[config.mk]
export PLATFORM = sky130hd
export DESIGN_NAME = ads5404_ctrl
export DESIGN_NICKNAME = d
export VERILOG_FILES = /design/src/rtl/ads5404_ctrl.sv
export SDC_FILE = /design/constraint.sdc
export NUM_CORES = 1
export LEC_CHECK = 0
export ABC_AREA = 1
export CAP_MARGIN = 15
export CORE_ASPECT_RATIO = 1.5
export CORE_MARGIN = 2
export CORE_UTILIZATION = 50
export CTS_CLUSTER_DIAMETER = 150
export DETAILED_ROUTE_END_ITERATION = 6
export GPL_ROUTABILITY_DRIVEN = 0
export GPL_TIMING_DRIVEN = 0
export PLACE_DENSITY = 0.71
export SYNTH_ARGS = -nofsm -noshare
export SYNTH_HDL_FRONTEND = slang
export SYNTH_SLANG_ARGS = --single-unit
[constraint.sdc]
create_clock -name clk -period 4.2 [get_ports clk]
set_clock_uncertainty 0.05 [all_clocks]
set_input_delay 1.05 -clock clk [delete_from_list [all_inputs] [get_ports clk]]
set_output_delay 1.05 -clock clk [all_outputs]
set_load 0.03 [all_outputs]
[src/rtl/ads5404_ctrl.sv]
// rtl/ads5404_ctrl.sv - ADS5404 capture bring-up/resync sequencer (option: ADS5404_CTRL_AUTORECOVER_EN)
module ads5404_ctrl #(
   parameter int RST_CYCLES   = 64,
   parameter int LOCK_TIMEOUT = 65536,
   parameter int EN_SETTLE    = 256,
   parameter int SYNC_CYCLES  = 8,
   parameter int SYNC_TIMEOUT = 1024,
   parameter int MAX_RETRY    = 3
) (
   input  logic       clk,
   input  logic       rst_n,
   input  logic       start,
   input  logic       resync,
   input  logic       pll_locked,
   input  logic       sync_det,
   output logic       user_rst,
   output logic       user_enable,
   output logic       user_sync,
   output logic       ready,
   output logic       busy,
   output logic       error,
   output logic [2:0] state,
   output logic [3:0] retry_cnt,
   output logic       lock_lost
);

   typedef enum logic [2:0] {
      ST_IDLE      = 3'd0,
      ST_RESET     = 3'd1,
      ST_WAIT_LOCK = 3'd2,
      ST_ENABLE    = 3'd3,
      ST_SYNC      = 3'd4,
      ST_WAIT_SYNC = 3'd5,
      ST_RUN       = 3'd6,
      ST_FAIL      = 3'd7
   } state_t;

   localparam int MAX_A = (RST_CYCLES > LOCK_TIMEOUT) ? RST_CYCLES : LOCK_TIMEOUT;
   localparam int MAX_B = (EN_SETTLE > SYNC_CYCLES) ? EN_SETTLE : SYNC_CYCLES;
   localparam int MAX_C = (MAX_A > MAX_B) ? MAX_A : MAX_B;
   localparam int MAXP  = (MAX_C > SYNC_TIMEOUT) ? MAX_C : SYNC_TIMEOUT;
   localparam int CW    = $clog2(MAXP + 1);

   state_t          r_state;
   state_t          w_state_nxt;
   logic [CW-1:0]   r_cnt;
   logic [CW-1:0]   w_cnt_load;
   logic            w_cnt_last;
   logic [3:0]      r_retry_cnt;
   logic [3:0]      w_retry_nxt;
   logic [3:0]      w_retry_inc;
   logic            r_lock_lost;
   logic            w_lock_lost_nxt;
   logic            w_start_ok;

   logic            r_lock_s1;
   logic            r_lock_s2;
   logic            r_sdet_s1;
   logic            r_sdet_s2;
   logic            r_sdet_s3;
   logic            r_sdet_rise;

   logic            r_user_rst;
   logic            r_user_enable;
   logic            r_user_sync;
   logic            r_ready;
   logic            r_busy;
   logic            r_error;

   // Bring async PLL lock and sync return into clk; register the sync rising edge
   always_ff @(posedge clk or negedge rst_n) begin
      if (!rst_n) begin
         r_lock_s1   <= 1'b0;
         r_lock_s2   <= 1'b0;
         r_sdet_s1   <= 1'b0;
         r_sdet_s2   <= 1'b0;
         r_sdet_s3   <= 1'b0;
         r_sdet_rise <= 1'b0;
      end else begin
         r_lock_s1   <= pll_locked;
         r_lock_s2   <= r_lock_s1;
         r_sdet_s1   <= sync_det;
         r_sdet_s2   <= r_sdet_s1;
         r_sdet_s3   <= r_sdet_s2;
         r_sdet_rise <= r_sdet_s2 & ~r_sdet_s3;
      end
   end

   assign w_cnt_last  = (r_cnt == CW'(1));
   assign w_retry_inc = (r_retry_cnt == 4'd15) ? 4'd15 : r_retry_cnt + 4'd1;
   assign w_start_ok  = start && ((r_state == ST_IDLE) || (r_state == ST_RUN) || (r_state == ST_FAIL));

   // Next-state, retry accounting and sticky lock-loss decision
   always_comb begin
      w_state_nxt     = r_state;
      w_retry_nxt     = r_retry_cnt;
      w_lock_lost_nxt = r_lock_lost;
      if (w_start_ok) begin
         w_state_nxt     = ST_RESET;
         w_retry_nxt     = 4'd0;
         w_lock_lost_nxt = 1'b0;
      end else begin
         case (r_state)
            ST_RESET: begin
               if (w_cnt_last) w_state_nxt = ST_WAIT_LOCK;
            end
            ST_WAIT_LOCK: begin
               if (r_lock_s2) begin
                  w_state_nxt = ST_ENABLE;
               end else if (w_cnt_last) begin
                  w_retry_nxt = w_retry_inc;
                  w_state_nxt = (w_retry_inc == 4'(MAX_RETRY)) ? ST_FAIL : ST_RESET;
               end
            end
            ST_ENABLE: begin
               if (w_cnt_last) w_state_nxt = ST_SYNC;
            end
            ST_SYNC: begin
               if (w_cnt_last) w_state_nxt = ST_WAIT_SYNC;
            end
            ST_WAIT_SYNC: begin
               if (r_sdet_rise) begin
                  w_state_nxt = ST_RUN;
               end else if (w_cnt_last) begin
                  w_retry_nxt = w_retry_inc;
                  w_state_nxt = (w_retry_inc == 4'(MAX_RETRY)) ? ST_FAIL : ST_RESET;
               end
            end
            ST_RUN: begin
               if (!r_lock_s2) w_lock_lost_nxt = 1'b1;
`ifdef ADS5404_CTRL_AUTORECOVER_EN
               if (!r_lock_s2) begin
                  w_state_nxt = ST_RESET;
               end else if (resync) begin
                  w_state_nxt = ST_SYNC;
               end
`else
               if (resync) w_state_nxt = ST_SYNC;
`endif
            end
            default: begin
               w_state_nxt = r_state;
            end
         endcase
      end
   end

   // Duration loaded into the shared down-counter on entry to each state
   always_comb begin
      w_cnt_load = '0;
      case (w_state_nxt)
         ST_RESET:     w_cnt_load = CW'(RST_CYCLES);
         ST_WAIT_LOCK: w_cnt_load = CW'(LOCK_TIMEOUT);
         ST_ENABLE:    w_cnt_load = CW'(EN_SETTLE);
         ST_SYNC:      w_cnt_load = CW'(SYNC_CYCLES);
         ST_WAIT_SYNC: w_cnt_load = CW'(SYNC_TIMEOUT);
         default:      w_cnt_load = '0;
      endcase
   end

   // State register, shared counter, retry count and sticky lock-loss flag
   always_ff @(posedge clk or negedge rst_n) begin
      if (!rst_n) begin
         r_state     <= ST_IDLE;
         r_cnt       <= '0;
         r_retry_cnt <= 4'd0;
         r_lock_lost <= 1'b0;
      end else begin
         r_state     <= w_state_nxt;
         r_retry_cnt <= w_retry_nxt;
         r_lock_lost <= w_lock_lost_nxt;
         if (w_state_nxt != r_state) begin
            r_cnt <= w_cnt_load;
         end else if (r_cnt != '0) begin
            r_cnt <= r_cnt - CW'(1);
         end
      end
   end

   // Control outputs registered from the upcoming state so they align with it
   always_ff @(posedge clk or negedge rst_n) begin
      if (!rst_n) begin
         r_user_rst    <= 1'b1;
         r_user_enable <= 1'b0;
         r_user_sync   <= 1'b0;
         r_ready       <= 1'b0;
         r_busy        <= 1'b0;
         r_error       <= 1'b0;
      end else begin
         r_user_rst    <= (w_state_nxt inside {ST_IDLE, ST_RESET, ST_FAIL});
         r_user_enable <= (w_state_nxt inside {ST_ENABLE, ST_SYNC, ST_WAIT_SYNC, ST_RUN});
         r_user_sync   <= (w_state_nxt == ST_SYNC);
         r_ready       <= (w_state_nxt == ST_RUN);
         r_busy        <= (w_state_nxt inside {ST_RESET, ST_WAIT_LOCK, ST_ENABLE, ST_SYNC, ST_WAIT_SYNC});
         r_error       <= (w_state_nxt == ST_FAIL);
      end
   end

   assign user_rst    = r_user_rst;
   assign user_enable = r_user_enable;
   assign user_sync   = r_user_sync;
   assign ready       = r_ready;
   assign busy        = r_busy;
   assign error       = r_error;
   assign state       = r_state;
   assign retry_cnt   = r_retry_cnt;
   assign lock_lost   = r_lock_lost;

endmodule
* After elaboration in Yosys (flattened, before gate mapping)
Index checks and enable logic that the tools add are counted.
** Word-level totals
- Register bits after elaboration :: 37
- Input port bits :: 6
- Output and inout port bits :: 14
- Logic and storage cells :: 77
** Cells by class
- $add $sub $neg :: 2
- Equal/unequal tests :: 21
- Multiplexer cells :: 22
- Bitwise gates (word level) :: 2
- Reduce and logical (&&, ||, !) cells :: 14
** Operators with widths (number)
- case mux 17 bit (5 select lines) :: 1
- two-way mux 17 bit :: 2
- two-way mux 3 bit :: 9
- equality test 3 bit, second input constant :: 8
- two-way mux 4 bit :: 5
- case mux 3 bit (6 select lines) :: 1
- equality test 17 x 1 -> 1 bit, second input constant :: 1
- nonzero test 17 bit :: 1
- subtractor 17 x 1 -> 17 bit, second input constant :: 1
- equality test 3 x 2 -> 1 bit, second input constant :: 4
- case mux 4 bit (2 select lines) :: 1
- equality test 3 x 1 -> 1 bit, second input constant :: 2
- logical NOT 3 bit :: 2
- inequality test 3 bit, second input constant :: 2
- nonzero test 3 bit :: 2
- nonzero test 5 bit :: 1
- adder 4 x 1 -> 4 bit, second input constant :: 1
- equality test 4 x 2 -> 1 bit, second input constant :: 1
- equality test 4 bit, second input constant :: 1
- nonzero test 2 bit :: 2
- nonzero test 4 bit :: 1
- two-way mux 1 bit :: 3
- inequality test 3 bit :: 1
- AND reduction 3 bit :: 1
- other kinds (6) :: 7

* Longest topological paths before layout
- Depth after elaboration :: 11
- Gate-level depth with buffers :: 18
- Gate-level depth less buffers :: 18

* Least setup slack after synthesis
No wires, ideal clock.
- Path kind :: register to register
- From :: register r_retry_cnt[0], in the netlist retry_cnt[0]
- To :: register r_cnt[9]
- Setup time :: 0.073 ns
- Arrival :: 2.140 ns
- Data required time :: 4.077 ns
- Slack :: 1.937 ns
- Stages on the path, launching flop included :: 19
- Path buffers :: 1
- Period minus slack after synthesis :: 2.263 ns
- Path through :: dfrtp_1 -> ha_1 -> nand3_2 -> nand2_1 -> nand2_1 -> nor2_1 -> nand2_1 -> nand2_1 -> nand2_1 -> nand2_1 -> nand2_1 -> nand2_2 -> nand2_2 -> nand2_2 -> nand2_2 -> nor2_8 -> inv_2 -> buf_6 -> a21oi_2
** Between the ends
- Longest elaborated chain between the ends :: 10
- Elaborated cells on any way between the ends :: 13
- Classes of those cells :: add/sub (1); eq/ne (3); mux (8); reduce/logical (1)
** RTL lines
- start: declaration :: line 49 : logic [3:0] r_retry_cnt;
- start signal: assignment :: line 170 : r_retry_cnt <= w_retry_nxt;
- adder 4 x 1 -> 4 bit or equality test 4 bit (tied branches) :: line 90 : assign w_retry_inc = (r_retry_cnt == 4'd15) ? 4'd15 : r_retry_cnt + 4'd1;
- two-way mux 4 bit * :: line 90
- equality test 4 x 2 -> 1 bit * :: line 112, 126
- two-way mux 3 bit * :: line 112, 126
- two-way mux 3 bit * :: line 110, 124
- two-way mux 3 bit (on tied branches) :: line 122, 108
- case mux 3 bit (6 select lines) * :: line 103 : case (r_state)
- two-way mux 3 bit * :: line 98 : if (w_start_ok) begin
- inequality test 3 bit * :: line 172 : if (w_state_nxt != r_state) begin
- two-way mux 17 bit or nonzero test 2 bit (tied branches)
- end signal: assignment :: line 173 : r_cnt <= w_cnt_load;
- end signal: assignment :: line 175 : r_cnt <= r_cnt - CW'(1);
- end: declaration :: line 46 : logic [CW-1:0] r_cnt;
Mark *: on every way between the ends. The rest lies on a longest branch, timed or not.
A chain may end at the register's enable or synchronous reset.

* Final worst setup path
- From :: register r_state[2], in the netlist state[2]
- To :: output port state[2]
** RTL lines
- start: declaration :: line 44 : state_t r_state;
- start signal: assignment :: line 169 : r_state <= w_state_nxt;
- end: declaration :: line 22 : output logic [2:0] state,
No word-level cell between the ends.

==> metrics.md <==
| Metric | Value |
|---|---|
| DRT Wirelength | 4160 um |
| Synth Net Count | 276 |
| Distinct cells, synth | 34 |
| Synth Cell Area | 2170 um^2 |
| Area growth, synth to finish | 16.7% |
| Die height | 84.7 um |
| CTS tree | yes |
| Fin nets | 302 |
| Worst Max-Slew Pin Slew | 832 ps |
| Avg Inst Size Synth | 8.16 um^2 |
| Die width | 57.8 um |
| Static Leakage | 1.15 nW |
| Footprint of the multi-input gates | 1080 um^2 |
| Via count | 1757 |
| Unrepaired setup endpoints after global routing | false |
| Rows | 29 |
| Area of the core | 4210 um^2 |
| Synthesized-area fraction occupied by xor and xnor cells | 0.0323 |
| DP Wirelength | 3100 um |
| Biggest register | r_cnt |
| Tcrit/Tclk final | 0.644 |
| Drt wl/cell | 12.3 um |
| Sequential share of the synthesized area | 0.427 |
| H-tree levels | 2 |
| Largest family of logic cells by synthesized area | simple AND/OR/NAND/NOR gates |
| Die area | 4890 um^2 |
| CTS buffer count | 5 |
| Number of global-route vias before repair | 1822 |
| Slew Limit Headroom | 0.445 |
| Synth warn | 0 |
| Storage element area | 927 um^2 |
| Fin crit period | 2710 ps |
| PostCTS Resize Cnt | 0 |
| Achievable clock frequency | 0.369 GHz |
| Synth Register Bits | 37 |
| Final Util | 0.602 |
| # DRC | 0 |
| Largest net degree at the start of global routing | 38 |
| First drt pass iteration count | 6 |
| Mapped Cells | 266 |
| Critical path's top delay family | buffers and inverters |
| ANT nets after route | 0 |
| Clock Tree Root | clkbuf_8 |
| Arrival time worst endpoint | 1610 ps |
| Starting Density | 0.515 |
| 1st-iter DRT viols | 35 |
| Setup crit start kind | flop |
| Layout cells sized above 1 | 0.215 |
| Top-Level Pins | 20 |
| Final Hold Fails | 0 |
| Critical Path End Type | output port |
| Hold Crit Class | flop to flop |
| Post-synthesis simple-gate area fraction | 0.364 |
| CTS clock-pin slew for the worst setup and hold paths | 70 ps |
| PD cells | 273 nW/um^2 |
| Hold buffers post-CTS | 0 |
| Buf/Inv on CP | 1 |
| Post-CTS Setup Bufs | 0 |
| Slew Limit Fails | 0 |
| Most frequent cells in the layout | nand2_1 (46), dfrtp_1 (36), inv_1 (30), nor2_1 (30), nand3_1 (25) |
| Global Route Usage Sum | 0.201 |
| Final setup viols | 0 |
| Setup TNS | 0 ps |
| Commonest non-fill, non-tap cell in the layout | nand2_1 |
| Sink Count | 37 |
| ANT cells | 0 |
| Overflow after GRT | 0 |
| Worst vdd ir | 0.000350 V |
| Slowest cell on crit path | clkdlybuf4s50_1 |
| Initial antenna violation count | 0 |
| Max_cap viols | 0 |
| Multiplexer share of the synthesized area | 0 |
| Worst-path cell chain | clkdlybuf4s50_1 |
| Largest register FFs | 17 |
| Global-route wire length before repair | 7710 um |
| PortBufs | 19 |
| Outcome | completed |
| Post-Synth Adder-Cell Area | 0.0231 |
| Worst stage delay on the critical path | 750 ps |
| Fillcell total | 391 |
| Critical path data required time | 3100 ps |
| Clock latency on the worst-skew pair | 290 ps |
| Synth Area in Compound Gates | 0.0784 |
| Crit path max fanout | 8 |
| Vias per Instance | 5.18 |
| CTS max path bufs | 2 |
| Critical path class | flop to output port |
## routing by layer
| layer | track usage | share of wire | routed length, um | vias up |
|---|---|---|---|---|
| li1 | - | - | - | 894 |
| met1 | 0.222 | 0.41 | 1700 | 829 |
| met2 | 0.362 | 0.54 | 2260 | 21 |
| met3 | 0.0385 | 0.023 | 95 | 13 |
| met4 | 0.0867 | 0.027 | 112 | 0 |
| met5 | 0 | 0 | 0 | - |
## final cells by class
| class | instances | share of cell area |
|---|---|---|
| clock inverter | 2 | 0.0148 |
| tap | 46 | 0.0227 |
| sequential | 37 | 0.366 |
| timing repair buffer | 19 | 0.0731 |
| multi-input combinational | 189 | 0.426 |
| inverter | 36 | 0.0543 |
| buffer | 4 | 0.00988 |
| clock buffer | 6 | 0.0326 |
## Yosys cell counts, drive strengths merged
| cell | number | area (um^2) |
|---|---|---|
| nand4 | 3 | 18.8 |
| nor2 | 48 | 249 |
| nand3b | 1 | 7.51 |
| inv | 36 | 138 |
| nand3 | 31 | 208 |
| nand2 | 59 | 264 |
| xnor2 | 4 | 35.0 |
| a31oi | 1 | 6.26 |
| xor2 | 4 | 35.0 |
| dfrtp | 36 | 901 |
| clkbuf | 1 | 3.75 |
| dfstp | 1 | 26.3 |
| o221ai | 1 | 8.76 |
| o22ai | 1 | 6.26 |
| or2 | 2 | 12.5 |
| buf | 3 | 21.3 |
| ha | 4 | 50.1 |
| o21bai | 1 | 7.51 |
| o21ai | 15 | 78.8 |
| nor3 | 6 | 30.0 |
| a21oi | 8 | 62.6 |
## worst paths after layout
| path | start | end | slack, ps | cells after the start |
|---|---|---|---|---|
| min in group asynchronous | rst_n | r_cnt[9] | 810 | 1 |
| min reg2reg | r_lock_s1 | r_lock_s2 | 310 | 0 |
| min | r_lock_s1 | r_lock_s2 | 310 | 0 |
| max reg2reg | retry_cnt[0] | r_cnt[15] | 1870 | 18 |
| max | state[2] | state[2] | 1490 | 1 |
| max in group asynchronous | rst_n | state[2] | 2770 | 1 |
## metrics by stage
step                total power [mW]  setup slack [ps]  hold slack (ps)  instance area [um^2]  instances
floorplan                      0.368              1940              281                  2170        266
global placement               0.381              1150              286                  2420        331
detailed placement             0.381              1290              293                  2410        331
CTS                            0.701              1490              316                  2530        339
global route                   0.716              1420              327                  2530        339
finish                         0.691              1490              312                  2530        339
## power breakdown
part	switching, mW	leakage, nW	internal (mW)
Combinational	0.00844	0.704	0.00389
Clock	0.126	0.0574	0.193
Sequential	0.00154	0.391	0.359
## cell families (layout without fill, tap and decap cells)
logic type / Yosys count / in the layout
simple gates: 150 / 150
xor+xnor: 8 / 8
fa+ha+maj: 4 / 4
buf+inv: 40 / 67
compound gates: 27 / 27
flops: 37 / 37
Note: power is estimated with default switching activity, not from simulation.
